### src/rtl/bias_seq_ctrl_if.sv
// Bias ROM read port plus downstream ap_fifo write port for bias_seq_ctrl.
// The master side is the sequencer. The slave side is the ROM/FIFO environment.
interface bias_seq_ctrl_if #(
    parameter int ADDR_W     = 4,
    parameter int DATA_WIDTH = 16
);
    logic [ADDR_W-1:0]     bias_V_address0;
    logic                  bias_V_ce0;
    logic [DATA_WIDTH-1:0] bias_V_q0;
    logic [DATA_WIDTH-1:0] output_V_din;
    logic                  output_V_full_n;
    logic                  output_V_write;

    modport master (
        output bias_V_address0,
        output bias_V_ce0,
        input  bias_V_q0,
        output output_V_din,
        input  output_V_full_n,
        output output_V_write
    );

    modport slave (
        input  bias_V_address0,
        input  bias_V_ce0,
        output bias_V_q0,
        input  output_V_din,
        output output_V_full_n,
        input  output_V_write
    );
endinterface

### src/rtl/bias_seq_ctrl.sv
// Bias sequencer: sweeps the bias ROM PIX_PER_FRAME times into an ap_fifo with credit-based flow control.
// Optional stall_cnt output port and counter are enabled by defining BIAS_SEQ_STALL_CNT_EN.
module bias_seq_ctrl #(
    parameter int NUM_KERN      = 16,
    parameter int DATA_WIDTH    = 16,
    parameter int PIX_PER_FRAME = 64,
    parameter int ADDR_W        = (NUM_KERN > 1) ? $clog2(NUM_KERN) : 1
) (
    input  logic              ap_clk,
    input  logic              ap_rst_n,
    input  logic              start,
    output logic              busy,
    output logic              done,
    bias_seq_ctrl_if.master   bus
`ifdef BIAS_SEQ_STALL_CNT_EN
    ,
    output logic [31:0]       stall_cnt
`endif
);

    localparam int                PIX_W  = (PIX_PER_FRAME > 1) ? $clog2(PIX_PER_FRAME) : 1;
    localparam int                TOTAL  = NUM_KERN * PIX_PER_FRAME;
    localparam logic [ADDR_W-1:0] K_LAST = ADDR_W'(NUM_KERN - 1);
    localparam logic [PIX_W-1:0]  P_LAST = PIX_W'(PIX_PER_FRAME - 1);
    localparam logic [31:0]       W_LAST = 32'(TOTAL - 1);

    typedef enum logic [1:0] {S_IDLE, S_RUN, S_DRAIN, S_DONE} state_t;

    state_t state, state_nxt;

    logic [ADDR_W-1:0]            k_idx;
    logic [PIX_W-1:0]             pix_idx;
    logic [31:0]                  wr_cnt;
    logic                         rd_en_p0;
    logic                         last_rd_p0;
    logic                         rd_vld_p1;
    logic signed [DATA_WIDTH-1:0] obuf_p1 [2];
    logic                         rd_ptr;
    logic                         wr_ptr;
    logic [1:0]                   occ;
    logic                         not_empty;
    logic                         wr_fire;
    logic                         bypass;
    logic                         push;
    logic                         pop;
    logic                         start_acc;

    // Stage p0: read issue under the two-credit rule (stored words + word in flight)
    always_comb begin
        start_acc  = (state == S_IDLE) && start;
        rd_en_p0   = (state == S_RUN) && ((occ + {1'b0, rd_vld_p1}) < 2'd2);
        last_rd_p0 = rd_en_p0 && (k_idx == K_LAST) && (pix_idx == P_LAST);
    end

    // Stage p1: the returning word counts as buffered. If the buffer is empty it can be written
    // straight through, which is the capture-and-pop-in-one-cycle case.
    always_comb begin
        not_empty = (occ != 2'd0) || rd_vld_p1;
        wr_fire   = not_empty && bus.output_V_full_n;
        bypass    = (occ == 2'd0) && wr_fire;
        push      = rd_vld_p1 && !bypass;
        pop       = wr_fire && !bypass;
    end

    always_comb begin
        bus.bias_V_ce0      = rd_en_p0;
        bus.bias_V_address0 = k_idx;
        bus.output_V_write  = wr_fire;
        if (occ != 2'd0)
            bus.output_V_din = obuf_p1[rd_ptr];
        else if (rd_vld_p1)
            bus.output_V_din = bus.bias_V_q0;
        else
            bus.output_V_din = '0;
    end

    always_comb begin
        state_nxt = state;
        busy      = 1'b0;
        done      = 1'b0;
        case (state)
            S_IDLE: begin
                if (start) state_nxt = S_RUN;
            end
            S_RUN: begin
                busy = 1'b1;
                if (last_rd_p0) state_nxt = S_DRAIN;
            end
            S_DRAIN: begin
                busy = 1'b1;
                if (wr_fire && (wr_cnt == W_LAST)) state_nxt = S_DONE;
            end
            S_DONE: begin
                busy      = 1'b1;
                done      = 1'b1;
                state_nxt = S_IDLE;
            end
            default: state_nxt = S_IDLE;
        endcase
    end

    always_ff @(posedge ap_clk or negedge ap_rst_n) begin
        if (!ap_rst_n) begin
            state   <= S_IDLE;
            k_idx   <= '0;
            pix_idx <= '0;
            wr_cnt  <= '0;
        end else begin
            state <= state_nxt;
            if (start_acc) begin
                k_idx   <= '0;
                pix_idx <= '0;
                wr_cnt  <= '0;
            end else begin
                if (rd_en_p0) begin
                    if (k_idx == K_LAST) begin
                        k_idx   <= '0;
                        pix_idx <= pix_idx + PIX_W'(1);
                    end else begin
                        k_idx <= k_idx + ADDR_W'(1);
                    end
                end
                if (wr_fire) wr_cnt <= wr_cnt + 32'd1;
            end
        end
    end

    always_ff @(posedge ap_clk or negedge ap_rst_n) begin
        if (!ap_rst_n) begin
            rd_vld_p1 <= 1'b0;
            rd_ptr    <= 1'b0;
            wr_ptr    <= 1'b0;
            occ       <= 2'd0;
            for (int i = 0; i < 2; i++) obuf_p1[i] <= '0;
        end else begin
            rd_vld_p1 <= rd_en_p0;
            if (push) begin
                obuf_p1[wr_ptr] <= bus.bias_V_q0;
                wr_ptr          <= ~wr_ptr;
            end
            if (pop) rd_ptr <= ~rd_ptr;
            occ <= occ + {1'b0, push} - {1'b0, pop};
        end
    end

`ifdef BIAS_SEQ_STALL_CNT_EN
    function automatic logic [31:0] sat_inc(input logic [31:0] v);
        return (v == 32'hFFFF_FFFF) ? v : v + 32'd1;
    endfunction

    always_ff @(posedge ap_clk or negedge ap_rst_n) begin
        if (!ap_rst_n)
            stall_cnt <= '0;
        else if (start_acc)
            stall_cnt <= '0;
        else if (busy && not_empty && !bus.output_V_full_n)
            stall_cnt <= sat_inc(stall_cnt);
    end
`endif

endmodule

### src/flat_wrapper.sv
// flat-port wrapper written by rule: the top's interface ports become plain ports
module bias_seq_ctrl_flat 
#(
    parameter int NUM_KERN      = 16,
    parameter int DATA_WIDTH    = 16,
    parameter int PIX_PER_FRAME = 64,
    parameter int ADDR_W        = (NUM_KERN > 1) ? $clog2(NUM_KERN) : 1
)
  (ap_clk, ap_rst_n, start, busy, done, bus_bias_V_address0, bus_bias_V_ce0, bus_bias_V_q0, bus_output_V_din, bus_output_V_full_n, bus_output_V_write);
  bias_seq_ctrl_if #(.ADDR_W(ADDR_W), .DATA_WIDTH(DATA_WIDTH)) bus_i ();
  input  logic ap_clk;
  input  logic ap_rst_n;
  input  logic start;
  output logic busy;
  output logic done;
  output wire logic [$bits(bus_i.bias_V_address0)-1:0] bus_bias_V_address0;
  output wire logic [$bits(bus_i.bias_V_ce0)-1:0] bus_bias_V_ce0;
  input wire logic [$bits(bus_i.bias_V_q0)-1:0] bus_bias_V_q0;
  output wire logic [$bits(bus_i.output_V_din)-1:0] bus_output_V_din;
  input wire logic [$bits(bus_i.output_V_full_n)-1:0] bus_output_V_full_n;
  output wire logic [$bits(bus_i.output_V_write)-1:0] bus_output_V_write;
  assign bus_bias_V_address0 = bus_i.bias_V_address0;
  assign bus_bias_V_ce0 = bus_i.bias_V_ce0;
  assign bus_i.bias_V_q0 = bus_bias_V_q0;
  assign bus_output_V_din = bus_i.output_V_din;
  assign bus_i.output_V_full_n = bus_output_V_full_n;
  assign bus_output_V_write = bus_i.output_V_write;
  bias_seq_ctrl #(.NUM_KERN(NUM_KERN), .DATA_WIDTH(DATA_WIDTH), .PIX_PER_FRAME(PIX_PER_FRAME), .ADDR_W(ADDR_W)) u_core (.ap_clk(ap_clk), .ap_rst_n(ap_rst_n), .start(start), .busy(busy), .done(done), .bus(bus_i));
endmodule
### config.mk
export PLATFORM = sky130hd
export DESIGN_NAME = bias_seq_ctrl_flat
export DESIGN_NICKNAME = d
export VERILOG_FILES = /design/src/rtl/bias_seq_ctrl_if.sv /design/src/rtl/bias_seq_ctrl.sv /design/src/flat_wrapper.sv
export SDC_FILE = /design/constraint.sdc
export NUM_CORES = 1
export LEC_CHECK = 0
export BUFFER_PORTS_ARGS = -buffer_cell sky130_fd_sc_hd__buf_4
export CORE_UTILIZATION = 50
export CTS_BUF_LIST = sky130_fd_sc_hd__clkbuf_8 sky130_fd_sc_hd__clkbuf_16
export CTS_CLUSTER_SIZE = 24
export DETAILED_ROUTE_END_ITERATION = 12
export PLACE_DENSITY = 0.74
export SLEW_MARGIN = 10
export SYNTH_ARGS = -nofsm -noshare
export SYNTH_HDL_FRONTEND = slang
export SYNTH_SLANG_ARGS = --single-unit
### constraint.sdc
create_clock -name ap_clk -period 5.2 [get_ports ap_clk]
set_input_delay 0.78 -clock ap_clk [delete_from_list [all_inputs] [get_ports ap_clk]]
set_output_delay 0.78 -clock ap_clk [all_outputs]
set_load 0.005 [all_outputs]
==> results.cfg <==
[routing]
drt-initial-drc-count = 74
detail_route.first_pass.iterations = 4
drt.antenna.violating_nets = 0
avgRoutedWirePerCell_um = 14.98
met2_wirelength_mm = 3.585
top_layer_used = met4
avgViaCountPerCell = 5.516
wirelength_mm = 7.892
drc_errors = 0
routed-via-count = 2907
drt-met1-wl_mm = 3.815
met3_length_um = 318

[global_route]
maximum_number_of_pins_on_one_net_before_global_route_repair = 82
antenna_found_initial = 0
grt_remaining_overflow = 0
first_global_vias = 2879
grt_pass1_wl_mm = 13.66
grt_usage_pct = 20.41

[sta]
finalHoldWorstSlack_ns = 0.4992
final-max-slew-violation-count = 0
period_share_pct = 55.97
final_number_of_setup_violating_endpoints = 0
worst-slew-pin-transition_ns = 1.143
totalNegativeSetupSlack_ns = 0
fmax_ghz = 0.3436
timing.final.crit_period_ns = 2.911
finalClockSkew_ns = 0.01318
hold_violations = 0
grt_setup_unrepaired = no
maxSlewHeadroom_pct = 23.20

[power]
switching_share_pct = 31.68
fin_total_pwr_mw = 1.481
total_switching_power_uw = 469.3
power.density_cell_area_mw_per_mm2 = 315.1
clockPowerShare_pct = 29.2
vdd_drop_max_v = 0.0001834
seqPwrFrac_pct = 50.7
p_int_mw = 1.012
static-leakage-power_nw = 2.245
combPwrFrac_pct = 20.0

[yosys]
synthesized_net_count = 412
yosys_warnings = 0
asyncSetResetFlopFracSynth_pct = 100.0
synth_top_family_by_area = simple AND/OR/NAND/NOR gates
synth-main-ff-cell = sky130_fd_sc_hd__dfrtp_1
post_synth_instance_area_mm2 = 0.004124
yosys-top-cells-count = sky130_fd_sc_hd__dfrtp_1, sky130_fd_sc_hd__nor2_1, sky130_fd_sc_hd__nand3_1
compound_cell_area_share_of_the_yosys_netlist_pct = 6.098
synth_top_cell_by_area = sky130_fd_sc_hd__dfrtp_1
number_of_cells_produced_by_synthesis = 382
yosysUniqueCellTypes = 38
postSynthAreaPerCell_um2 = 10.80
yosys-top-cells-area = sky130_fd_sc_hd__dfrtp_1, sky130_fd_sc_hd__mux2_2, sky130_fd_sc_hd__xor2_1
synth.area.mux_share_pct = 13.71
netlist.area_leader.share_pct = 49.15
synthSimpleGateAreaFrac_pct = 17.14
yosys.cell_count.top_type = sky130_fd_sc_hd__dfrtp_1
synth_enable_flop_cells = 0
yosys.area_share.adder_pct = 3.034
synth-seq-cells = 81
synth_xor_xnor_area_share_pct = 8.283
synth-seq-area-share_pct = 49.15

[worst_setup_path]
worst-path-max-fanout = 20
timing.critical_path.to_type = output pin
category_of_the_most_critical_setup_path = flip-flop to output pin
critPathArrivalTime_ns = 2.13
cp_data_required_time_ns = 4.42
cp-start-kind = flip-flop

[cts]
post_cts_hold_buffers = 0
tritoncts_clock_tree = yes
cts_root_buf = sky130_fd_sc_hd__clkbuf_8
cts_buffer_depth = 2
path_clk_slew_ns = 0.09
htreeDepth = 3
post_cts.resized_instances = 0
number_of_clock_buffers_inserted_by_tritoncts = 9
clkSinkCount = 81
insertion_delay_ns = 0.36
post-cts-setup-buffers = 0

[finish]
layout_cells_sized_above_1_pct = 22.82
areaGrowthSynthToFinish_pct = 14.02
num_antenna_cells = 0
filler_cell_count = 667
final_design_area_no_fill_mm2 = 0.004702
final_nets = 450

[run_status]
run_status = complete, no violations

[die]
fp.dieArea_mm2 = 0.008616
floorplan.initialDensity_pct = 52.55
std_cell_rows = 32
die_height_um = 92.82
die-width_um = 92.82
core-area_mm2 = 0.007848
ios = 44

[worst_hold_path]
timing.hold.worst.class = flip-flop to flip-flop

[placement]
finalWeightedCongestion = 0.7845
area_after_detailed_placement_mm2 = 0.004516
port_buffers = 43
detailedPlacementHpwl_mm = 5.364

[run]
cap_violations = 0
registers in the layout, summed over array words and instances, names as in the netlist:
register	cells
u_core.wr_cnt	32
u_core.rd_vld_p1	1
u_core.pix_idx	6
u_core.rd_ptr	1
u_core.bus.bias_V_address0	4
u_core.obuf_p1	32
u_core.wr_ptr	1
u_core.occ	2
u_core.state	2
area by class of cell:
| class | instances | area (µm²) | area share [%] |
|---|---|---|---|
| clock inverter | 6 | 48.80 | 1.038 |
| timing repair buffer | 45 | 337.8 | 7.185 |
| clock buffer | 10 | 137.6 | 2.927 |
| sequential | 81 | 2027 | 43.11 |
| inverter | 8 | 30.03 | 0.6386 |
| multi-input combinational | 275 | 1993 | 42.39 |
| tap | 102 | 127.6 | 2.714 |
metal layers:
| layer | global-route usage (%) | vias to the layer above |
|---|---|---|
| li1 | - | 1423 |
| met1 | 27.37 | 1416 |
| met2 | 32.72 | 57 |
| met3 | 3.366 | 11 |
| met4 | 8.846 | 0 |
| met5 | 0 | - |
path summary, 6_finish.rpt:
| check | depth (start not counted) | start | to | slack [ns] |
|---|---|---|---|---|
| max | 3 | u_core.rd_vld_p1 | bus_output_V_write | 2.29 |
| min | 1 | u_core.obuf_p1[27] | u_core.obuf_p1[27] | 0.50 |
| max reg2reg | 4 | u_core.occ[1] | u_core.obuf_p1[5] | 2.60 |
| min reg2reg | 1 | u_core.obuf_p1[27] | u_core.obuf_p1[27] | 0.50 |
| max in group asynchronous | 1 | ap_rst_n | u_core.wr_cnt[16] | 3.97 |
| min in group asynchronous | 1 | ap_rst_n | u_core.obuf_p1[20] | 0.58 |
kinds of logic (layout without fill, tap and decap cells):
logic type               count (synthesis)  after routing
XOR/XNOR                                39             39
AO/OA/AOI/OAI                           37             37
multiplexers                            52             52
adder cells (fa/ha/maj)                 10             10
AND/OR/NAND/NOR                        137            137
flip-flops                              81             81
buffers and inverters                   26             69
power by group through the flow:
stage	registers [mW]	clock network [mW]	logic [mW]
floorplan	0.722	0	0.215
global placement	0.762	0	0.289
detailed placement	0.765	0	0.299
CTS	0.753	0.447	0.301
global route	0.765	0.465	0.338
finish	0.752	0.433	0.297
cells in the final DEF (no fill, tap or decap), types with 2 or more instances in the layout:
cell                         synthesis  layout
sky130_fd_sc_hd__a21oi_1             8       8
sky130_fd_sc_hd__and2_1              4       4
sky130_fd_sc_hd__and3_1              6       6
sky130_fd_sc_hd__and4_1              4       4
sky130_fd_sc_hd__buf_4               0      45
sky130_fd_sc_hd__clkbuf_8            0      10
sky130_fd_sc_hd__clkinvlp_4          0       3
sky130_fd_sc_hd__dfrtp_1            81      81
sky130_fd_sc_hd__ha_1               10      10
sky130_fd_sc_hd__inv_1               8       8
sky130_fd_sc_hd__inv_6               0       2
sky130_fd_sc_hd__mux2_1              5       5
sky130_fd_sc_hd__mux2_2             27      27
sky130_fd_sc_hd__mux2i_1            19      19
sky130_fd_sc_hd__nand2_1            15      15
sky130_fd_sc_hd__nand3_1            35      35
sky130_fd_sc_hd__nand4_1            13      13
sky130_fd_sc_hd__nor2_1             42      41
sky130_fd_sc_hd__nor2b_1             2       2
sky130_fd_sc_hd__nor3_1              5       5
sky130_fd_sc_hd__nor4_1              4       4
sky130_fd_sc_hd__nor4_2              2       2
sky130_fd_sc_hd__o21ai_0            19      19
sky130_fd_sc_hd__or3_1               3       3
sky130_fd_sc_hd__xnor2_1             7       7
sky130_fd_sc_hd__xor2_1             32      32
critical path, stage by stage (launching register included):
cell and delay, ns:
sky130_fd_sc_hd__dfrtp_1 0.64, sky130_fd_sc_hd__o31ai_4 0.65, sky130_fd_sc_hd__inv_1 0.28, sky130_fd_sc_hd__buf_4 0.21
stage by stage:
step	instances	util (%)	worst slack [ns]
2_1_floorplan	382	-	3.127
3_3_place_gp	511	57.54	2.659
3_5_place_dp	511	57.54	2.557
4_1_cts	527	59.92	2.241
5_1_grt	527	59.92	2.045
6_report	527	59.92	2.289
(Power assumes the default switching activity.)
